==> src/rtl/seq_frame_ctrl.sv <==
// seq_frame_ctrl: frame sequencer around the seq_detect_mealy serial detector.
// A parallel word is taken over a valid/ready handshake and shifted out MSB-first
// into the detector, one bit per clock. Hits are counted, the bit index that
// completed the first hit is remembered, and a per-frame result is returned over a
// second valid/ready handshake. The detector model lives in this file so the block
// is self-contained.

// Mealy detector for the pattern 1101 with overlap. The output is high
// combinationally in the cycle the final '1' sits on din.
module seq_detect_mealy (
   input  logic clk,
   input  logic rst,
   input  logic din,
   output logic y
);

   typedef enum logic [1:0] {
      S_NONE,
      S_1,
      S_11,
      S_110
   } detState_e;

   detState_e state_q;
   detState_e state_d;

   // Next-state and Mealy output. After a hit, the trailing '1' is reused as the
   // start of the next match, which gives overlapping detection.
   always_comb begin
      state_d = S_NONE;
      y       = 1'b0;
      case (state_q)
         S_NONE:  state_d = din ? S_1 : S_NONE;
         S_1:     state_d = din ? S_11 : S_NONE;
         S_11:    state_d = din ? S_11 : S_110;
         S_110: begin
            if (din) begin
               state_d = S_1;
               y       = 1'b1;
            end else begin
               state_d = S_NONE;
            end
         end
         default: state_d = S_NONE;
      endcase
   end

   // Pattern-progress register. Reset is synchronous and also serves as the
   // per-frame clear from the sequencer.
   always_ff @(posedge clk) begin
      if (rst) begin
         state_q <= S_NONE;
      end else begin
         state_q <= state_d;
      end
   end

endmodule

// Frame sequencer: IDLE -> CLEAR -> SHIFT (WIDTH cycles) -> DONE -> IDLE.
module seq_frame_ctrl #(
   parameter int WIDTH = 20,
   parameter int CNT_W = $clog2(WIDTH + 1),
   parameter int IDX_W = $clog2(WIDTH)
) (
   input  logic             clk,
   input  logic             rst,
   input  logic             in_valid,
   output logic             in_ready,
   input  logic [WIDTH-1:0] in_data,
   input  logic             abort,
   output logic             out_valid,
   input  logic             out_ready,
   output logic [CNT_W-1:0] out_count,
   output logic             out_hit,
   output logic [IDX_W-1:0] out_first,
   output logic             busy
);

   typedef enum logic [1:0] {
      IDLE,
      CLEAR,
      SHIFT,
      DONE
   } state_e;

   localparam logic [IDX_W-1:0] LAST_IDX = IDX_W'(WIDTH - 1);

   state_e           state_q;
   state_e           state_d;
   logic [WIDTH-1:0] shift_q;
   logic [WIDTH-1:0] shift_d;
   logic [IDX_W-1:0] idx_q;
   logic [IDX_W-1:0] idx_d;
   logic [CNT_W-1:0] count_q;
   logic [CNT_W-1:0] count_d;
   logic [IDX_W-1:0] first_q;
   logic [IDX_W-1:0] first_d;
   logic             hitSeen_q;
   logic             hitSeen_d;
   logic             inReady_q;
   logic             outValid_q;
   logic             busy_q;

   logic             detClr;
   logic             detRst;
   logic             detDin;
   logic             detY;

   // Detector hookup. The detector is reset for the single CLEAR cycle so that
   // every frame starts from a clean pattern state and no match can straddle two
   // frames. Outside SHIFT the detector input is held low; its state does not
   // matter there because CLEAR always comes before the next SHIFT.
   assign detClr = (state_q == CLEAR);
   assign detRst = rst | detClr;
   assign detDin = (state_q == SHIFT) & shift_q[WIDTH-1];

   seq_detect_mealy u_det (
      .clk (clk),
      .rst (detRst),
      .din (detDin),
      .y   (detY)
   );

   // Next-state logic for the sequencer and its datapath. Everything holds by
   // default; each state only touches what it owns. An abort outside IDLE
   // overrides whatever transition the state would have taken, including a
   // DONE handshake in the same cycle, which lands in IDLE either way.
   always_comb begin
      state_d   = state_q;
      shift_d   = shift_q;
      idx_d     = idx_q;
      count_d   = count_q;
      first_d   = first_q;
      hitSeen_d = hitSeen_q;

      case (state_q)
         IDLE: begin
            if (in_valid && inReady_q) begin
               shift_d = in_data;
               state_d = CLEAR;
            end
         end
         CLEAR: begin
            count_d   = '0;
            first_d   = '0;
            hitSeen_d = 1'b0;
            idx_d     = '0;
            state_d   = SHIFT;
         end
         SHIFT: begin
            shift_d = {shift_q[WIDTH-2:0], 1'b0};
            idx_d   = idx_q + IDX_W'(1);
            if (detY) begin
               count_d = count_q + CNT_W'(1);
               if (!hitSeen_q) begin
                  first_d   = idx_q;
                  hitSeen_d = 1'b1;
               end
            end
            if (idx_q == LAST_IDX) begin
               state_d = DONE;
            end
         end
         DONE: begin
            if (outValid_q && out_ready) begin
               state_d = IDLE;
            end
         end
         default: state_d = IDLE;
      endcase

      if (abort && (state_q != IDLE)) begin
         state_d = IDLE;
      end
   end

   // State, datapath and registered handshake/status outputs. The handshake
   // flags are computed from the next state so they line up exactly with the
   // state they describe, without any combinational path from the inputs.
   always_ff @(posedge clk) begin
      if (rst) begin
         state_q    <= IDLE;
         shift_q    <= '0;
         idx_q      <= '0;
         count_q    <= '0;
         first_q    <= '0;
         hitSeen_q  <= 1'b0;
         inReady_q  <= 1'b1;
         outValid_q <= 1'b0;
         busy_q     <= 1'b0;
      end else begin
         state_q    <= state_d;
         shift_q    <= shift_d;
         idx_q      <= idx_d;
         count_q    <= count_d;
         first_q    <= first_d;
         hitSeen_q  <= hitSeen_d;
         inReady_q  <= (state_d == IDLE);
         outValid_q <= (state_d == DONE);
         busy_q     <= (state_d != IDLE);
      end
   end

   // Result fields come straight from registers that are frozen in DONE, so they
   // stay stable for as long as the consumer stalls.
   assign in_ready  = inReady_q;
   assign out_valid = outValid_q;
   assign out_count = count_q;
   assign out_hit   = hitSeen_q;
   assign out_first = first_q;
   assign busy      = busy_q;

endmodule

==> config.mk <==
export PLATFORM = sky130hd
export DESIGN_NAME = seq_frame_ctrl
export DESIGN_NICKNAME = d
export VERILOG_FILES = /design/src/rtl/seq_frame_ctrl.sv
export SDC_FILE = /design/constraint.sdc
export NUM_CORES = 1
export LEC_CHECK = 0
export BUFFER_PORTS_ARGS = -buffer_cell sky130_fd_sc_hd__buf_2
export CAP_MARGIN = 20
export CORE_UTILIZATION = 40
export DETAILED_ROUTE_END_ITERATION = 10
export GPL_ROUTABILITY_DRIVEN = 1
export SYNTH_ARGS = -nofsm -noshare
export SYNTH_HDL_FRONTEND = slang
export SYNTH_SLANG_ARGS = --single-unit
==> constraint.sdc <==
create_clock -name clk -period 1.7 [get_ports clk]
set_input_delay 0.34 -clock clk [delete_from_list [all_inputs] [get_ports clk]]
set_output_delay 0.34 -clock clk [all_outputs]
set_load 0.005 [all_outputs]
; ---- Word-level counts from Yosys, hierarchy flattened
; Index checks and enable logic that the tools add are counted.
[classes]
n_addsub = 2
n_eq_ne = 11
mux = 21
bitwise = 2
n_reduce_logical = 14
[op_table]
columns = operator, n
row1 = case mux 20 bit (2 select lines), 1
row2 = case mux 5 bit (2 select lines), 3
row3 = two-way mux 20 bit, 1
row4 = two-way mux 5 bit, 3
row5 = adder 5 x 1 -> 5 bit (second input constant), 2
row6 = == test 2 bit (second input constant), 5
row7 = two-way mux 2 bit, 5
row8 = case mux 2 bit (4 select lines), 1
row9 = nonzero test 2 bit, 4
row10 = zero test 2 bit, 3
row11 = inequality test 2 bit (second input constant), 3
row12 = case mux 2 bit (3 select lines), 1
row13 = == test 5 bit (second input constant), 1
row14 = two-way mux 1 bit, 5
row15 = == test 2 x 1 -> 1 bit (second input constant), 2
row16 = AND reduction 2 bit, 2
row17 = logical AND 1 bit, 3
row18 = AND reduction 3 bit, 1
row19 = case mux 1 bit (2 select lines), 1
row20 = OR reduction 2 bit, 1
row21 = AND 1 bit, 1
row22 = bitwise OR 1 bit, 1
[totals]
register_bits = 43
in_bits = 25
output_inout_bits = 14
word_cells = 60

; ---- Depth between registers and ports, before layout
[logic_depth]
word_depth = 6
ltp_mapped = 8
ltp_nobuf = 6

; ---- Cells and area by module
; Synthesis repeated with hierarchy kept, for this count alone.
[unflattened]
cells_unflattened = 207
hier_area_um2 = 1999.4
[modules_own_cells]
columns = module, n_inst, cells_per_inst, area_per_inst_um2, seq_area_each_um2
row1 = seq_frame_ctrl, 1, 195, 1879.3, 820.8
row2 = seq_detect_mealy, 1, 12, 120.1, 40.0

; ---- Worst setup path before layout
; No wires, ideal clock.
[synth_path]
kind = flip-flop to flip-flop
startpoint = register state_q[0]
endpoint = register first_q[0], in the netlist out_first[0]
t_arrival_ns = 1.386
t_required_ns = 1.572
setup_slack_ns = 0.187
path_stages_with_launch = 7
path_buffers = 1
path_cell_list = dfxtp_1 > inv_1 > ha_1 > clkbuf_1 > o211ai_1 > a22oi_1 > nor2_1
[synth_via]
elab_chain_cells = 6
[synth_lines]
columns = element, line_no
row1 = start: declaration, 89  ; state_e state_q;
row2 = start signal: assignment, 193  ; state_q <= state_d;
row3 = == test 2 bit, "116, 137"
row4 = AND 1 bit, 116  ; assign detDin = (state_q == SHIFT) & shift_q[WIDTH-1];
row5 = two-way mux 1 bit, 37  ; if (din) begin
row6 = two-way mux 1 bit, 32  ; case (state_q)
row7 = inequality test 2 bit (no line), n/a
row8 = AND reduction 3 bit (no line), n/a
row9 = end signal: assignment, 197  ; first_q <= first_d;
row10 = end: declaration, 97  ; logic [IDX_W-1:0] first_q;
; Parallel ways exist; a longest one is shown, timed or not.
; A chain may end at the register's enable or synchronous reset.

; ---- Worst setup path in the final report
[layout_path]
startpoint = register state_q[0]
endpoint = register first_q[4], in the netlist out_first[4]
; The elaborated chain is that of the path after synthesis.

==> summary.md <==
| Metric | Value |
|---|---|
| Status | `completed` |
| Core area | `4790 sq um` |
| Worst Path Buf+Inv | `2` |
| Crit path max-delay family | `compound AO/OA/AOI/OAI gates` |
| Most frequent cells in the layout | `42 x dfxtp_1, 38 x buf_2, 37 x nor2_1, 20 x mux2i_1, 10 x a211oi_2` |
| Antenna-violating nets left | `0` |
| Layout overhead on the synthesized area | `18.7%` |
| First-pass GRT wire length | `6.54 mm` |
| Drt pass-1 iters | `4` |
| Leak Pwr | `0.938 nW` |
| Final setup TNS | `0 ps` |
| Main flop type after synthesis | `dfxtp_1` |
| Worst slew pin tran | `424 ps` |
| Fillers | `471` |
| Max Slew Vio Count | `0` |
| Root Driver | `clkbuf_8` |
| Clk sinks | `43` |
| GRT Total Usage | `16.0%` |
| Largest net degree at the start of global routing | `36` |
| Post-synth EDFFs | `0` |
| CP Data Required Time | `1880 ps` |
| Worst IR Drop VDD | `603 uV` |
| Part of the Yosys area used for sequential elements | `42.8%` |
| Htree depth | `2` |
| Final Hold Violating Endpoints | `0` |
| Synth Net Count | `240` |
| CTS buffer count | `5` |
| Max-slew headroom | `71.6%` |
| Netlist cell types | `40` |
| CTS clock-pin slew for the worst setup and hold paths | `70 ps` |
| Crit path launch type | `flip-flop` |
| Setup Skew | `2.12 ps` |
| Top cell type's share of synthesized area | `42.8%` |
| Nets | `281` |
| Die width | `72.9 um` |
| Area contributors post-synth | `dfxtp_1 43%, mux2i_1 10%, nor2_1 7.1%, a211oi_2 6.2%, ha_1 5.6%` |
| Iteration-0 DRC Markers | `82` |
| Crit end category | `flip-flop` |
| Residual DRC count | `0` |
| Max frequency | `655 MHz` |
| GRT overflow | `0` |
| RePlAce Congestion | `0.799` |
| Initial antenna violation count | `0` |
| Syn Area/Cell | `9.75 sq um` |
| Slowest-stage cell, CP | `dfxtp_1` |
| Post-synth top area cell | `dfxtp_1` |
| IO Port Bufs | `38` |
| Worst reg2reg path endpoint | `out_first[4]` |
| Area of the mapped netlist | `2010 sq um` |
| Mapped Cells | `206` |
| Async set-reset flop share out of synthesis | `0%` |
| CTS tree | `built` |
| Inserted Diodes | `0` |
| Share of layout cells above drive strength 1 | `29.3%` |
| Worst-Skew Late Latency | `290 ps` |
| YS warnings | `0` |
| RSZ-0062 raised after global routing | `no` |
| Avg WL per Cell | `12.0 um` |
| Crit-path cells | `inv_1, ha_2, buf_6, a21bo_1, o211ai_1, a22oi_1, nor2_1` |
| Pwr Density | `978 nW/um^2` |
| Hold Path End | `shift_q[0]` |
| Hold WC Path Type | `primary input to flip-flop` |
| Worst hold path startpoint | `in_data[0]` |
| Post-synthesis sequential element count | `43` |
| Row cnt | `25` |
| Vias per cell | `4.94` |
| Flop-to-flop setup slack | `170 ps` |
| Die Height | `72.9 um` |
| Max stage delay on crit path | `330 ps` |
| CP arrival | `1710 ps` |
| Die area | `5310 sq um` |
| I/O pin count | `39` |
| Final Critical Period | `1530 ps` |
| Detailed Route WL | `3.76 mm` |
| CTS max path bufs | `2` |
| Tcrit/Tclk final | `89.8%` |
| Total power | `2.33 mW` |
| Initial cell density of the core | `42.0%` |
| Most common cell after layout, fill and taps aside | `dfxtp_1` |
| DP Wirelength | `2.68 mm` |
| Critical path peak fanout | `12` |
| FF-to-FF path depth | `7` |
| Worst flop-to-flop path startpoint | `state_q[0]` |
| Vias in the first global route | `1416` |
| Vias | `1546` |
| Max_cap viols | `0` |
| Hold path depth | `3` |
| Setup violators final | `0` |
| WS Path Type | `flip-flop to flip-flop` |
cells by family after synthesis:
family | synth area share (%)
AND/OR/NAND/NOR | 14.9
AO/OA/AOI/OAI | 20.1
flip-flops | 42.8
multiplexers | 9.96
buffers and inverters | 5.29
adder cells (fa/ha/maj) | 5.60
XOR/XNOR | 1.31
synth_stat cells, drive strengths merged, types with 2 or more instances:
cell and number:
a311oi 2, o211ai 2, nand2b 2, a211oi 19, dfxtp 43, xor2 3, nand3 5, a22oi 6
nand2 5, o21ai 2, clkbuf 4, a21oi 8, nor2 39, buf 8, mux2i 20, a21o 2
nor3 3, ha 9, inv 7, a21boi 2, nand4 3
stage by stage:
step           cell area [sq um]  utilization (%)  hold slack [ps]  instances  worst slack (ps)
6_report                    2390             49.9              337        313               173
5_1_grt                     2390             49.9              342        313              35.2
4_1_cts                     2350             49.2              338        312              72.9
3_5_place_dp                2280             47.7              468        306              99.7
3_3_place_gp                2280             47.7              463        306               140
2_1_floorplan               2010                -              454        206               187
cell type report:
class / instances / area (sq um) / share of cell area (%)
clock buffer: 6 / 72.6 / 3.04
sequential: 43 / 862 / 36.1
multi-input combinational: 144 / 1060 / 44.5
tap: 67 / 83.8 / 3.51
inverter: 7 / 26.3 / 1.10
timing repair buffer: 46 / 279 / 11.7
metal layers:
metal	global-route usage [%]	wire [um]	vias up
met3	4.42	182	6
li1	-	-	813
met5	0	0	-
met1	21.5	1880	691
met2	24.3	1630	36
met4	6.54	63	0
repair_timing:
item | 4_1_cts | 5_1_grt
setup endpoints to repair | 0 | 19
hold buffers | 0 | 0
buffers inserted | 0 | 1
gates resized for setup | 0 | 7
registers in the layout (all words and copies together), names as in the netlist:
signal         flops
u_det.state_q      2
shift_q           20
state_q            2
busy               1
idx_q              5
out_valid          1
out_hit            1
out_count          5
out_first          5
in_ready           1
worst max-delay path by stage:
stage                           from      endpoint  slack, ps  cells past startpoint
after floorplan           state_q[0]  out_first[0]        190                      6
after global placement    state_q[1]   shift_q[15]        140                      6
after detailed placement  state_q[1]   shift_q[18]        100                      6
after CTS                 state_q[1]   shift_q[18]         70                      6
after global routing      state_q[0]   shift_q[18]         40                      7
final                     state_q[0]  out_first[4]        170                      7
worst reg2reg max path: cells and delay by family, from the launching register on:
kind | cells | cell delay (ps)
adders and majority gates | 1 | 200
AOI/OAI and AO/OA | 3 | 620
DFF | 1 | 330
and+or+nand+nor | 1 | 50
buffers and inverters | 2 | 220
power by group:
group / internal (mW) / switching, mW / leakage [nW] / total, mW
combinational: 0.256 / 0.308 / 0.549 / 0.564
sequential: 1.12 / 0.0611 / 0.352 / 1.18
clock: 0.274 / 0.318 / 0.0371 / 0.592
No activity file was read; power rests on OpenSTA's default activity.
